### config.mk
export PLATFORM = sky130hd
export DESIGN_NAME = load_store_unit
export DESIGN_NICKNAME = d
export VERILOG_FILES = /design/src/rtl/lsu_pkg.sv /design/src/rtl/lsu_align.sv /design/src/rtl/load_store_unit.sv
export SDC_FILE = /design/constraint.sdc
export NUM_CORES = 1
export LEC_CHECK = 0
export ABC_AREA = 1
export BUFFER_PORTS_ARGS = -buffer_cell sky130_fd_sc_hd__buf_2
export CORE_ASPECT_RATIO = 0.6
export CORE_MARGIN = 5
export CORE_UTILIZATION = 50
export CTS_CLUSTER_DIAMETER = 30
export DETAILED_ROUTE_END_ITERATION = 12
export PLACE_DENSITY = 0.76
export RECOVER_POWER = 100
export SLEW_MARGIN = 40
export SYNTH_ARGS = -nofsm -noshare
export SYNTH_HDL_FRONTEND = slang
export SYNTH_SLANG_ARGS = --single-unit
### constraint.sdc
create_clock -name clk -period 3.4 [get_ports clk]
set_input_delay 0.51 -clock clk [delete_from_list [all_inputs] [get_ports clk]]
set_output_delay 0.51 -clock clk [all_outputs]
set_load 0.005 [all_outputs]
### src/rtl/lsu_pkg.sv
// rtl/lsu_pkg.sv - shared encodings for the load/store unit
// Holds the RV32I funct3 size encodings, the FSM state type, the default
// data memory size and the size/alignment legality check.
package lsu_pkg;

  localparam logic [2:0] F3_B  = 3'd0;
  localparam logic [2:0] F3_H  = 3'd1;
  localparam logic [2:0] F3_W  = 3'd2;
  localparam logic [2:0] F3_BU = 3'd4;
  localparam logic [2:0] F3_HU = 3'd5;

  localparam int LSU_MEM_BYTES = 16;

  typedef enum logic [2:0] {
    S_IDLE,
    S_LOAD,
    S_RMW_RD,
    S_WRITE,
    S_DONE
  } lsu_state_e;

  // Illegal funct3 or misaligned access; the range check lives in the top.
  // Stores have no unsigned variants, so BU/HU are illegal for stores.
  function automatic logic lsu_format_err(input logic       is_store,
                                          input logic [2:0] funct3,
                                          input logic [1:0] lo);
    logic err;
    err = 1'b0;
    case (funct3)
      F3_B:    err = 1'b0;
      F3_H:    err = lo[0];
      F3_W:    err = (lo != 2'b00);
      F3_BU:   err = is_store;
      F3_HU:   err = is_store | lo[0];
      default: err = 1'b1;
    endcase
    return err;
  endfunction

endpackage

### src/rtl/lsu_align.sv
// rtl/lsu_align.sv - byte/half lane extraction and store lane merge
// Ports:
//   funct3     access size/sign encoding
//   lane       byte address bits [1:0]
//   rdata      word read from memory
//   wdata      right-aligned store data
//   load_data  selected lane, sign- or zero-extended
//   store_word rdata with the addressed lane replaced by wdata
module lsu_align
  import lsu_pkg::*;
(
  input  logic [2:0]  funct3,
  input  logic [1:0]  lane,
  input  logic [31:0] rdata,
  input  logic [31:0] wdata,
  output logic [31:0] load_data,
  output logic [31:0] store_word
);

  logic [7:0]  rd_byte;
  logic [15:0] rd_half;

  always_comb begin
    rd_byte = 8'h00;
    case (lane)
      2'd0: rd_byte = rdata[7:0];
      2'd1: rd_byte = rdata[15:8];
      2'd2: rd_byte = rdata[23:16];
      2'd3: rd_byte = rdata[31:24];
      default: rd_byte = 8'h00;
    endcase
    rd_half = lane[1] ? rdata[31:16] : rdata[15:0];
  end

  always_comb begin
    load_data = rdata;
    case (funct3)
      F3_B:    load_data = {{24{rd_byte[7]}}, rd_byte};
      F3_BU:   load_data = {24'h000000, rd_byte};
      F3_H:    load_data = {{16{rd_half[15]}}, rd_half};
      F3_HU:   load_data = {16'h0000, rd_half};
      default: load_data = rdata;
    endcase
  end

  always_comb begin
    store_word = wdata;
    case (funct3)
      F3_B: begin
        store_word = rdata;
        case (lane)
          2'd0: store_word[7:0]   = wdata[7:0];
          2'd1: store_word[15:8]  = wdata[7:0];
          2'd2: store_word[23:16] = wdata[7:0];
          2'd3: store_word[31:24] = wdata[7:0];
          default: store_word = rdata;
        endcase
      end
      F3_H: begin
        store_word = rdata;
        if (lane[1]) store_word[31:16] = wdata[15:0];
        else         store_word[15:0]  = wdata[15:0];
      end
      default: store_word = wdata;
    endcase
  end

endmodule

### src/rtl/load_store_unit.sv
// rtl/load_store_unit.sv - multi-cycle load/store unit with read-modify-write stores
// Ports:
//   clk, reset                      clock, synchronous active-high reset
//   req_valid/req_ready             request handshake (ready only in IDLE)
//   req_is_store, req_funct3        access kind and size
//   req_addr, req_wdata             byte address, right-aligned store data
//   rsp_valid, rsp_rdata, rsp_err   one-cycle response
//   Mem_Read, Mem_Write, M_a        word memory strobes and aligned address
//   Mem_WriteData, Mem_ReadData     memory write word / combinational read word
module load_store_unit
  import lsu_pkg::*;
#(
  parameter int MEM_BYTES = LSU_MEM_BYTES,
  parameter int ADDR_W    = 32
) (
  input  logic              clk,
  input  logic              reset,
  input  logic              req_valid,
  output logic              req_ready,
  input  logic              req_is_store,
  input  logic [2:0]        req_funct3,
  input  logic [ADDR_W-1:0] req_addr,
  input  logic [31:0]       req_wdata,
  output logic              rsp_valid,
  output logic [31:0]       rsp_rdata,
  output logic              rsp_err,
  output logic              Mem_Read,
  output logic              Mem_Write,
  output logic [ADDR_W-1:0] M_a,
  output logic [31:0]       Mem_WriteData,
  input  logic [31:0]       Mem_ReadData
);

  lsu_state_e  state;
  logic [1:0]  lane_q;
  logic [2:0]  funct3_q;
  logic [31:0] wdata_q;

  logic [ADDR_W-1:0] word_addr;
  logic              range_err;
  logic              req_err;
  logic [31:0]       load_data;
  logic [31:0]       store_word;

  assign word_addr = {req_addr[ADDR_W-1:2], 2'b00};
  assign range_err = (word_addr + ADDR_W'(3)) >= ADDR_W'(MEM_BYTES);
  assign req_err   = range_err | lsu_format_err(req_is_store, req_funct3, req_addr[1:0]);

  // Operates on the latched request; Mem_ReadData is only meaningful while
  // Mem_Read is high, which is exactly when LOAD/RMW_RD consume these results.
  lsu_align u_align (
    .funct3     (funct3_q),
    .lane       (lane_q),
    .rdata      (Mem_ReadData),
    .wdata      (wdata_q),
    .load_data  (load_data),
    .store_word (store_word)
  );

  // Every output is registered and set on the edge that enters the state
  // it belongs to, so strobes line up with the state they describe.
  always_ff @(posedge clk) begin
    if (reset) begin
      state         <= S_IDLE;
      req_ready     <= 1'b1;
      rsp_valid     <= 1'b0;
      rsp_rdata     <= 32'h0;
      rsp_err       <= 1'b0;
      Mem_Read      <= 1'b0;
      Mem_Write     <= 1'b0;
      M_a           <= '0;
      Mem_WriteData <= 32'h0;
      lane_q        <= 2'b00;
      funct3_q      <= 3'b000;
      wdata_q       <= 32'h0;
    end else begin
      rsp_valid <= 1'b0;
      Mem_Read  <= 1'b0;
      Mem_Write <= 1'b0;
      case (state)
        S_IDLE: begin
          if (req_valid) begin
            lane_q    <= req_addr[1:0];
            funct3_q  <= req_funct3;
            wdata_q   <= req_wdata;
            req_ready <= 1'b0;
            if (req_err) begin
              state     <= S_DONE;
              rsp_valid <= 1'b1;
              rsp_err   <= 1'b1;
              rsp_rdata <= 32'h0;
            end else if (!req_is_store) begin
              state    <= S_LOAD;
              Mem_Read <= 1'b1;
              M_a      <= word_addr;
            end else if (req_funct3 == F3_W) begin
              state         <= S_WRITE;
              Mem_Write     <= 1'b1;
              M_a           <= word_addr;
              Mem_WriteData <= req_wdata;
            end else begin
              state    <= S_RMW_RD;
              Mem_Read <= 1'b1;
              M_a      <= word_addr;
            end
          end
        end
        S_LOAD: begin
          state     <= S_DONE;
          rsp_valid <= 1'b1;
          rsp_err   <= 1'b0;
          rsp_rdata <= load_data;
        end
        S_RMW_RD: begin
          state         <= S_WRITE;
          Mem_Write     <= 1'b1;
          Mem_WriteData <= store_word;
        end
        S_WRITE: begin
          state     <= S_DONE;
          rsp_valid <= 1'b1;
          rsp_err   <= 1'b0;
          rsp_rdata <= 32'h0;
        end
        S_DONE: begin
          state     <= S_IDLE;
          req_ready <= 1'b1;
          rsp_err   <= 1'b0;
          rsp_rdata <= 32'h0;
        end
        default: begin
          state     <= S_IDLE;
          req_ready <= 1'b1;
        end
      endcase
    end
  end

endmodule

# Word-level counts from Yosys, hierarchy flattened
# Index checks and enable logic that the tools add are counted.
# word_totals
ff_bits	139
latch_bits	0
mem_bits_rw	0
rom_bits	0
input_bits	103
out_inout_bits	101
elab_cells	97
n_memories	0
# classes
n_addsub	1
multipliers	0
n_div	0
n_lt_le_gt_ge	1
n_eq_ne	19
n_shift	0
n_mux	39
bitwise_logic	6
n_reduce_logical	19
# ops
op	count
32-bit two-way mux	6
32-bit one-hot mux with 2 select lines	2
32-bit one-hot mux with 4 select lines	1
32-bit one-hot mux with 3 select lines	1
16-bit two-way mux	3
32-bit by 2-bit adder with 32-bit output (second input constant)	1
32-bit by 5-bit greater-or-equal comparator with 1-bit output (second input constant)	1
8-bit two-way mux	4
8-bit one-hot mux with 4 select lines	1
3-bit == test (second input constant)	5
1-bit two-way mux	12
2-bit != test (second input constant)	5
3-bit by 1-bit == test with 1-bit output (second input constant)	3
3-bit by 2-bit == test with 1-bit output (second input constant)	3
3-bit logical NOT	3
3-bit one-hot mux with 3 select lines	1
3-bit AND reduction	3
1-bit one-hot mux with 2 select lines	4
3-bit two-way mux	2
2-bit nonzero test	3
3-bit OR reduction	2
1-bit one-hot mux with 5 select lines	1
5-bit AND reduction	1
2-bit == test (second input constant)	2
9 further kinds	15

# Depth between registers and ports, before layout
# Gate-level depths: netlist (run 1).
# logic_depth
ltp_word	6
ltp_mapped	13
depth_no_buf	12

# By module
# A second synthesis (run 1) with hierarchy kept.
# unflattened
hier_cells	1311
area_unflattened_um2	8125.3
# modules_own_cells
mod	n_inst	cells_each	area_each_um2	seq_area_each_um2
load_store_unit	1	901	6045.8	2782.7
lsu_align	1	410	2079.5	0.0

# Worst setup path after synthesis (run 1)
# No wires, ideal clock.
# synth_path
path_type	input port to flip-flop
from	in req_funct3[2]
to	reg M_a[2]
setup_ps	116
arrival_time_ps	1547
t_required_ps	3284
slack_ps	1737
cell_stages	11
path_buffers	1
path_cell_list	inv_1 -> nand3_2 -> nand2_1 -> nand2_1 -> nor2_2 -> nand2_1 -> nor2_1 -> inv_1 -> buf_2 -> nor2_1 -> nor2_1
# synth_between
elab_chain_cells	5
elab_cells_between_ends	9
cone_classes	4 x eq/ne; 1 x mux; 2 x bitwise; 2 x reduce/logical
# synth_rtl
item	line_no	source
start, declared	load_store_unit.sv:21	input logic [2:0] req_funct3,
3-bit == test (tied with other cells)	lsu_pkg.sv:29	case (funct3)
1-bit one-hot mux with 5 select lines *	lsu_pkg.sv:29	
1-bit bitwise OR *	load_store_unit.sv:47	assign req_err = range_err | lsu_format_err(req_is_store, req_funct3, req_addr[1:0]);
1-bit inverter (no source line) *	n/a	
3-bit AND reduction (no source line) *	n/a	
end signal, assigned	load_store_unit.sv:95	M_a <= word_addr;
end signal, assigned	load_store_unit.sv:99	M_a <= word_addr;
end signal, assigned	load_store_unit.sv:104	M_a <= word_addr;
end, declared	load_store_unit.sv:29	output logic [ADDR_W-1:0] M_a,
# Mark *: on every way between the ends. The rest lies on a longest branch, timed or not.
# A chain may end at the register's enable or synchronous reset.

# Worst setup path in the final report (run 1)
# layout_path
from	reg state[1]
to	reg lane_q[0]
# layout_between
elab_chain_cells	2
# layout_rtl
item	line_no	source
start, declared	load_store_unit.sv:34	lsu_state_e state;
start signal, assigned	load_store_unit.sv:64	state <= S_IDLE;
start signal, assigned	load_store_unit.sv:88	state <= S_DONE;
start signal, assigned	load_store_unit.sv:93	state <= S_LOAD;
3-bit logical NOT	load_store_unit.sv:80	case (state)
2-bit AND reduction (no source line)	n/a	
end signal, assigned	load_store_unit.sv:83	lane_q <= req_addr[1:0];
end, declared	load_store_unit.sv:35	logic [1:0] lane_q;
# No other way between the ends.

==> impl_metrics.ini, run 1 <==
[finish]
multi_input_area_um2 = 3360
final_common_cell = nand2_1
final_area_um2 = 8560
syn2layout_area_growth_pct = 20.9
nets = 1324
layout_common_cells = 212 x nand2_1, 142 x buf_2, 139 x dfxtp_1
num-fill-cells = 1330
register_area_um2 = 2780
layout-drive-gt1-share_pct = 16.8

[timing]
rsz0062_at_grt = false
report.final.hold_viol_count = 0
slew_headroom_pct = -31.7
max_freq_mhz = 341
period_needed_ns = 2.93
setup_violations = 0
hold_ws_ns = 0.313
skew_ns = 0.00915
period_share_pct = 86.2
final.setup.tns_ns = 0
worst_pin_slew_ns = 1.98
final.setup.worst_slack_ns = 0.468
finalMaxSlewViolations = 44

[worst_setup_path]
startpoint_type = flip-flop
critPathSlowestCell = clkbuf_1
endpoint_kind = flip-flop
critical_path_arrival_ns = 3.26
cpPeakStageDelay_ns = 1.41
crit_chain = inv_2 -> nand2_1 -> nor2_2 -> inv_2 -> clkbuf_1 -> o21ai_0 -> a21oi_1
cp_max_fo = 43
cp_common_cell = inv_2
critical_path_class = reg2reg
worstPathRequired_ns = 3.73

[cts]
clock_path_buffers = 2
post_cts_resized = 0
root_buffer = clkbuf_16
cts_buffers = 17
hold_buffers = 0
h-tree-depth = 4
tritoncts = built
clk_latency_ns = 0.42
clk_pin_slew_ns = 0.07
cts.sinks = 139
post-cts-setup-buffer-count = 0

[die]
initial_core_util_pct = 51.5
io_pins = 204
die_h_um = 102
die_w_um = 164
coreArea_um2 = 13700
die_area_um2 = 16700
core.rowCount = 33

[run_status]
failed_checks = capacitance limit, slew limit
status = complete, but fails checks

[power]
peakVddDrop_uv = 316
p_per_area_nw_per_um2 = 483
p_total_mw = 4.13
p_leak_nw = 4.16

[global_route]
grt_pass1_wl_um = 35700
groute.usage.overall_pct = 26.8
overflow = 0
grt_max_degree = 72
antenna_found_initial = 3
grt_pass1_vias = 6809

[place]
postPlaceCellArea_um2 = 8040
dp_slack_ns = 1.07
dp_hpwl_um = 16600
io_buffers = 201
gp_congestion = 0.928

[worst_hold_path]
hold_class = in2reg

[synthesis]
synth_warnings = 0
syn_inst = 1057
syn_avg_cell_area_um2 = 6.70
synth_seq_cells = 139
yosysSeqAreaShare_pct = 39.3
syn-cell-area_um2 = 7080
synthDistinctLibCells = 34

[route]
routed_wl_um = 22600
dr.pass1.iters = 5
wl_per_cell_um = 15.8
drc_errors = 0
antenna_left = 0
vias = 7576
drt_iter0_drc = 981
routed_via_density = 5.31

[job]
maxCapViolCount = 1
-- registers in the layout, indices dropped and copies added, names as in the netlist, 2 cells and up --
register / cells
rsp_rdata: 32
lane_q: 2
M_a: 30
wdata_q: 32
funct3_q: 3
state: 3
Mem_WriteData: 32
-- through the flow --
stage,cells,util [%]
floorplan,1058,-
global placement,1394,58.5
detailed placement,1394,58.5
CTS,1426,62.9
global route,1427,62.2
finish,1427,62.2
-- cells in the mapped netlist, drive strengths merged --
library cell | number | share of area [%]
nor4 | 1 | 0.088
or2 | 3 | 0.27
o21ai | 68 | 4.8
nor2 | 124 | 7.0
a21boi | 5 | 0.53
clkinv | 1 | 0.071
nand3 | 89 | 6.6
a31oi | 1 | 0.088
o211ai | 39 | 4.1
dfxtp | 139 | 39
o31ai | 1 | 0.30
buf | 40 | 3.9
o22ai | 12 | 1.1
o2111ai | 7 | 0.87
conb | 1 | 0.053
nand4 | 2 | 0.18
inv | 144 | 7.6
a21oi | 134 | 9.5
nand2 | 218 | 12
o311ai | 1 | 0.12
clkbuf | 27 | 1.4
-- power by group --
| group | switching, mW | total [mW] | internal, mW |
|---|---|---|---|
| logic | 0.371 | 0.535 | 0.163 |
| clock network | 0.887 | 1.89 | 1.00 |
| registers | 0.0348 | 1.70 | 1.67 |
-- kinds of logic (layout without fill, tap and decap cells) --
logic type / count (synthesis) / count (layout) / synth area share (%)
buf+inv: 212 / 388 / 13.0
other cells: 1 / 3 / 0.0530
compound gates: 268 / 268 / 21.4
flops: 139 / 139 / 39.3
simple gates: 437 / 437 / 26.2
-- path summary, 6_finish.rpt --
check / slack, ns / endpoint / from / cells past startpoint
setup / recovery: 0.47 / lane_q[0] / state[1] / 7
hold / removal: 0.31 / M_a[3] / req_addr[3] / 3
setup reg to reg: 0.47 / lane_q[0] / state[1] / 7
hold reg to reg: 0.46 / wdata_q[23] / wdata_q[23] / 2
-- per-layer routing --
layer	wire (µm)	track usage, %	part of all wire [%]	vias up
met5	24	0	0.11	-
met4	370	6.57	1.6	4
met3	2570	8.67	11	35
met2	9340	39.3	41	370
met1	10300	38.4	46	3401
li1	-	-	-	3766
-- critical path, delay by kind of cell, from the launching register on --
family                 cells  cell delay [ns]
buffers and inverters      3             1.55
AOI/OAI and AO/OA          2             0.72
DFF                        1             0.36
and+or+nand+nor            2             0.20
-- final cells by class --
| class | instances | area share [%] |
|---|---|---|
| diodes | 1 | 0.0292 |
| multi-input cells | 707 | 39.3 |
| clock buffers | 17 | 4.97 |
| well taps | 192 | 2.81 |
| clock inverters | 15 | 2.21 |
| repair buffers | 211 | 11.8 |
| inverters | 145 | 6.38 |
| flip-flops and latches | 139 | 32.5 |
No activity file was read; power rests on OpenSTA's default activity.
==> run 2, diff against run 1 <==
--- a/config.mk
+++ b/config.mk
@@ -6,13 +6,14 @@
 export NUM_CORES = 1
 export LEC_CHECK = 0
 export ABC_AREA = 1
+export ABC_CLOCK_PERIOD_IN_PS = 3400
 export BUFFER_PORTS_ARGS = -buffer_cell sky130_fd_sc_hd__buf_2
 export CORE_ASPECT_RATIO = 0.6
 export CORE_MARGIN = 5
 export CORE_UTILIZATION = 50
 export CTS_CLUSTER_DIAMETER = 30
 export DETAILED_ROUTE_END_ITERATION = 12
-export PLACE_DENSITY = 0.76
+export PLACE_DENSITY_LB_ADDON = 0.3
 export RECOVER_POWER = 100
 export SLEW_MARGIN = 40
 export SYNTH_ARGS = -nofsm -noshare
==> run 2 against run 1 <==
Net effect:
- the flow still finishes with violations (capacitance limit, slew limit)
- via count is 1.3% higher
- die area is the same
- sequential share of layout area up 0.086 points
- largest cell class unchanged
- global-route usage is essentially flat
- clock power about the same
- sequential cell count unchanged
- final cell count stayed put
==> impl_metrics.ini, run 2 (synthesis gave the netlist of run 1 again) <==
[finish]
antenna_cells = 0
num-fill-cells = 1387
syn2layout_area_growth_pct = 20.6
stdcell_count = 1427
final_core_util_pct = 62.1
multi_input_area_um2 = 3350
register_area_um2 = 2780
nets = 1325
reg.largest.list = Mem_WriteData x32, rsp_rdata x32, wdata_q x32
final_common_cell = nand2_1
layout-drive-gt1-share_pct = 16.7
layout_common_cells = 212 x nand2_1, 144 x buf_2, 139 x dfxtp_1

[place]
placed_cells = 1395
gp_congestion = 0.942
dp_hpwl_um = 16600
io_buffers = 201

[worst_setup_path]
startpoint_type = flip-flop
cp_max_fo = 39
critical_path_class = reg2reg
worstPathRequired_ns = 3.71
endpoint_kind = flip-flop
critical_path_arrival_ns = 2.96

[cts]
root_buffer = clkbuf_16
clk_latency_ns = 0.42
tritoncts = built
clk_pin_slew_ns = 0.07
cts_buffers = 17
clock_path_buffers = 2
hold_buffers = 0
cts.sinks = 139
post_cts_resized = 0
post-cts-setup-buffer-count = 0
h-tree-depth = 4

[timing]
rsz0062_at_grt = false
worst_pin_slew_ns = 1.80
hold_ws_ns = 0.314
period_needed_ns = 2.64
report.final.hold_viol_count = 0
final.setup.tns_ns = 0
skew_ns = 0.00819
slew_headroom_pct = -19.7
setup_violations = 0
max_freq_mhz = 378
period_share_pct = 77.8
finalMaxSlewViolations = 44

[job]
maxCapViolCount = 1

[route]
dr.pass1.iters = 6
vias = 7676
wl_per_cell_um = 15.7
drc_errors = 0
routed_via_density = 5.38
drt_iter0_drc = 929
routed_wl_um = 22400
antenna_left = 0

[global_route]
grt_pass1_wl_um = 35700
groute.usage.overall_pct = 26.8
overflow = 0
antenna_found_initial = 0
grt_max_degree = 59
grt_pass1_vias = 6909

[run_status]
status = complete, but fails checks
failed_checks = capacitance limit, slew limit

[die]
initial_core_util_pct = 51.5
die_h_um = 102
die_area_um2 = 16700
io_pins = 204
die_w_um = 164
core.rowCount = 33
coreArea_um2 = 13700

[worst_hold_path]
hold_class = in2reg

[power]
p_per_area_nw_per_um2 = 483
p_leak_nw = 4.17
peakVddDrop_uv = 311
## run 2: per-layer routing
layer / global-route usage (%) / wire length, µm / vias to the layer above
li1: - / - / 3767
met1: 39.7 / 10400 / 3466
met2: 39.9 / 9330 / 418
met3: 6.09 / 2460 / 25
met4: 6.44 / 255 / 0
met5: 0 / 0 / -
## run 2: area by class of cell
class / count / area share (%)
Clock buffer: 17 / 4.98
Inverter: 145 / 6.39
Timing Repair Buffer: 212 / 12.0
Multi-Input combinational cell: 707 / 39.3
Sequential cell: 139 / 32.6
Clock inverter: 15 / 1.96
Tap cell: 192 / 2.81
## run 2: path summary, 6_finish.rpt
path / startpoint / endpoint / slack, ns / cells after the start
worst min-delay path: req_addr[3] / M_a[3] / 0.31 / 3
worst min register to register: wdata_q[31] / wdata_q[31] / 0.45 / 2
worst max-delay path: state[0] / Mem_WriteData[17] / 0.76 / 8
worst max register to register: state[0] / Mem_WriteData[17] / 0.76 / 8
## run 2: critical path: stages (launching register included)
cell and delay (ns):
dfxtp_1 0.32, nor2_1 0.16, inv_1 0.15, nor2_8 0.35
inv_2 0.39, o31ai_2 0.42, nand2_4 0.42, nor2_1 0.22
nor2_1 0.07
## run 2: through the flow
stage / area, µm² / worst slack (ns) / power [mW]
after floorplan: 7080 / 1.74 / 2.09
after CTS: 8640 / 1.05 / 4.13
after detailed placement: 8050 / 1.04 / 2.26
after global placement: 8050 / 1.11 / 2.25
final: 8530 / 0.756 / 4.12
after global routing: 8530 / 0.424 / 4.27
## run 2: where the power goes
group | switching (mW) | internal, mW
Sequential | 0.0372 | 1.67
Combinational | 0.371 | 0.164
Clock | 0.831 | 1.05
==> run 3, diff against run 2 <==
--- a/config.mk
+++ b/config.mk
@@ -6,7 +6,7 @@
 export NUM_CORES = 1
 export LEC_CHECK = 0
 export ABC_AREA = 1
-export ABC_CLOCK_PERIOD_IN_PS = 3400
+export ABC_CLOCK_PERIOD_IN_PS = 2800
 export BUFFER_PORTS_ARGS = -buffer_cell sky130_fd_sc_hd__buf_2
 export CORE_ASPECT_RATIO = 0.6
 export CORE_MARGIN = 5
==> constraint.sdc (replaced) <==
create_clock -name clk -period 2.8 [get_ports clk]
set_input_delay 0.42 -clock clk [delete_from_list [all_inputs] [get_ports clk]]
set_output_delay 0.42 -clock clk [all_outputs]
set_load 0.005 [all_outputs]
==> run 3 against run 2 <==
Net effect:
- the run now ends clean
- non-clock buffer count grew 5
- via count is 0.30% higher
- count of clock-buffer cells in the layout unchanged
- first-iteration DRC count is 22% lower
- global-route usage rose by 0.064 points
- die area did not move
- sequential power up 21%
- critical path type unchanged
- critical endpoint is now Mem_WriteData[19]
==> impl_metrics.ini, run 3 (synthesis gave the netlist of run 1 again) <==
[run_status]
status = finished clean

[cts]
hold_buffers = 0
post-cts-setup-buffer-count = 0
clock_path_buffers = 2
cts.sinks = 139
cts_buffers = 17
h-tree-depth = 4
root_buffer = clkbuf_16
clk_latency_ns = 0.43
tritoncts = built
clk_pin_slew_ns = 0.07
post_cts_resized = 0

[route]
wl_per_cell_um = 15.7
routed_wl_um = 22600
dr.pass1.iters = 8
drt_iter0_drc = 724
routed_via_density = 5.37
antenna_left = 0
vias = 7699
drc_errors = 0

[power]
p_leak_nw = 4.22
p_int_mw = 3.60
p_per_area_nw_per_um2 = 594
swShare_pct = 29.7
power.switching_mw = 1.52
combPwrFrac_pct = 12.9
peakVddDrop_uv = 418
p_seq_share_pct = 40.4
p_clk_share_pct = 46.7

[finish]
final_common_cell = nand2_1
num-fill-cells = 1340
syn2layout_area_growth_pct = 21.7
layout-drive-gt1-share_pct = 17.5
layout_common_cells = 211 x nand2_1, 146 x buf_2, 139 x dfxtp_1, 139 x inv_1, 134 x a21oi_1
reg.largest.list = Mem_WriteData x32, rsp_rdata x32, wdata_q x32
nets = 1330

[timing]
period_needed_ns = 2.41
slew_headroom_pct = 26.7
rsz0062_at_grt = false
final.setup.tns_ns = 0
period_share_pct = 86.0
skew_ns = 0.0107
worst_pin_slew_ns = 1.10
report.final.hold_viol_count = 0
finalMaxSlewViolations = 0
hold_ws_ns = 0.216
setup_violations = 0
max_freq_mhz = 415

[worst_setup_path]
worstPathRequired_ns = 3.13
critical_path_class = reg2reg
critical_path_arrival_ns = 2.74
startpoint_type = flip-flop
cp_max_fo = 21
endpoint_kind = flip-flop

[die]
die_h_um = 102
core.rowCount = 33
die_w_um = 164
coreArea_um2 = 13700
initial_core_util_pct = 51.5
io_pins = 204
die_area_um2 = 16700

[global_route]
grt_pass1_wl_um = 35600
antenna_found_initial = 2
overflow = 0
grt_max_degree = 58
grt_pass1_vias = 6928
groute.usage.overall_pct = 26.9

[place]
dp_hpwl_um = 16500
io_buffers = 201
gp_congestion = 0.972

[job]
maxCapViolCount = 0

[worst_hold_path]
hold_class = in2reg
## run 3: cell type report
cell class	instances	area [µm²]	area share, %
multi-input cells	707	3370	39.1
flip-flops and latches	139	2780	32.3
repair buffers	217	1050	12.2
inverters	145	546	6.33
clock buffers	17	425	4.94
well taps	192	240	2.79
clock inverters	15	195	2.27
diodes	1	2.50	0.0290
## run 3: power groups by stage
stage / registers, mW / clock network, mW / logic [mW]
global route: 2.07 / 2.49 / 0.725
global placement: 2.11 / 0 / 0.632
floorplan: 2.09 / 0 / 0.441
finish: 2.07 / 2.39 / 0.658
detailed placement: 2.11 / 0 / 0.638
CTS: 2.06 / 2.39 / 0.645
## run 3: final timing paths
path / from / end / slack [ns] / cells past startpoint
hold / removal: req_addr[3] / M_a[3] / 0.22 / 3
setup reg to reg: funct3_q[1] / Mem_WriteData[19] / 0.39 / 9
hold reg to reg: M_a[14] / M_a[14] / 0.45 / 2
setup / recovery: funct3_q[1] / Mem_WriteData[19] / 0.39 / 9
## run 3: through the flow
stage	utilization, %	total power [mW]	cell area, µm²	setup slack, ns	cells
after floorplan	-	2.54	7080	1.23	1058
after global placement	58.7	2.74	8070	0.606	1400
after detailed placement	58.7	2.75	8070	0.531	1400
after CTS	63.2	5.10	8690	0.629	1432
after global routing	62.7	5.28	8620	0.217	1433
final	62.7	5.12	8620	0.391	1433
## run 3: worst max-delay path: stages, from the launching register on
cell	delay, ns
dfxtp_1	0.48
clkinv_2	0.14
nand2_4	0.09
inv_1	0.47
clkbuf_2	0.40
nand3_1	0.16
a21boi_0	0.33
nand3_1	0.12
nand2_1	0.07
nor2_1	0.04
## run 3: routing by layer
metal	wire length (µm)	GRT usage [%]	share of wire, %	vias up
li1	-	-	-	3764
met1	10300	39.2	46	3490
met2	9400	39.2	42	410
met3	2570	7.78	11	33
met4	298	7.02	1.3	2
met5	11	0	0.049	-
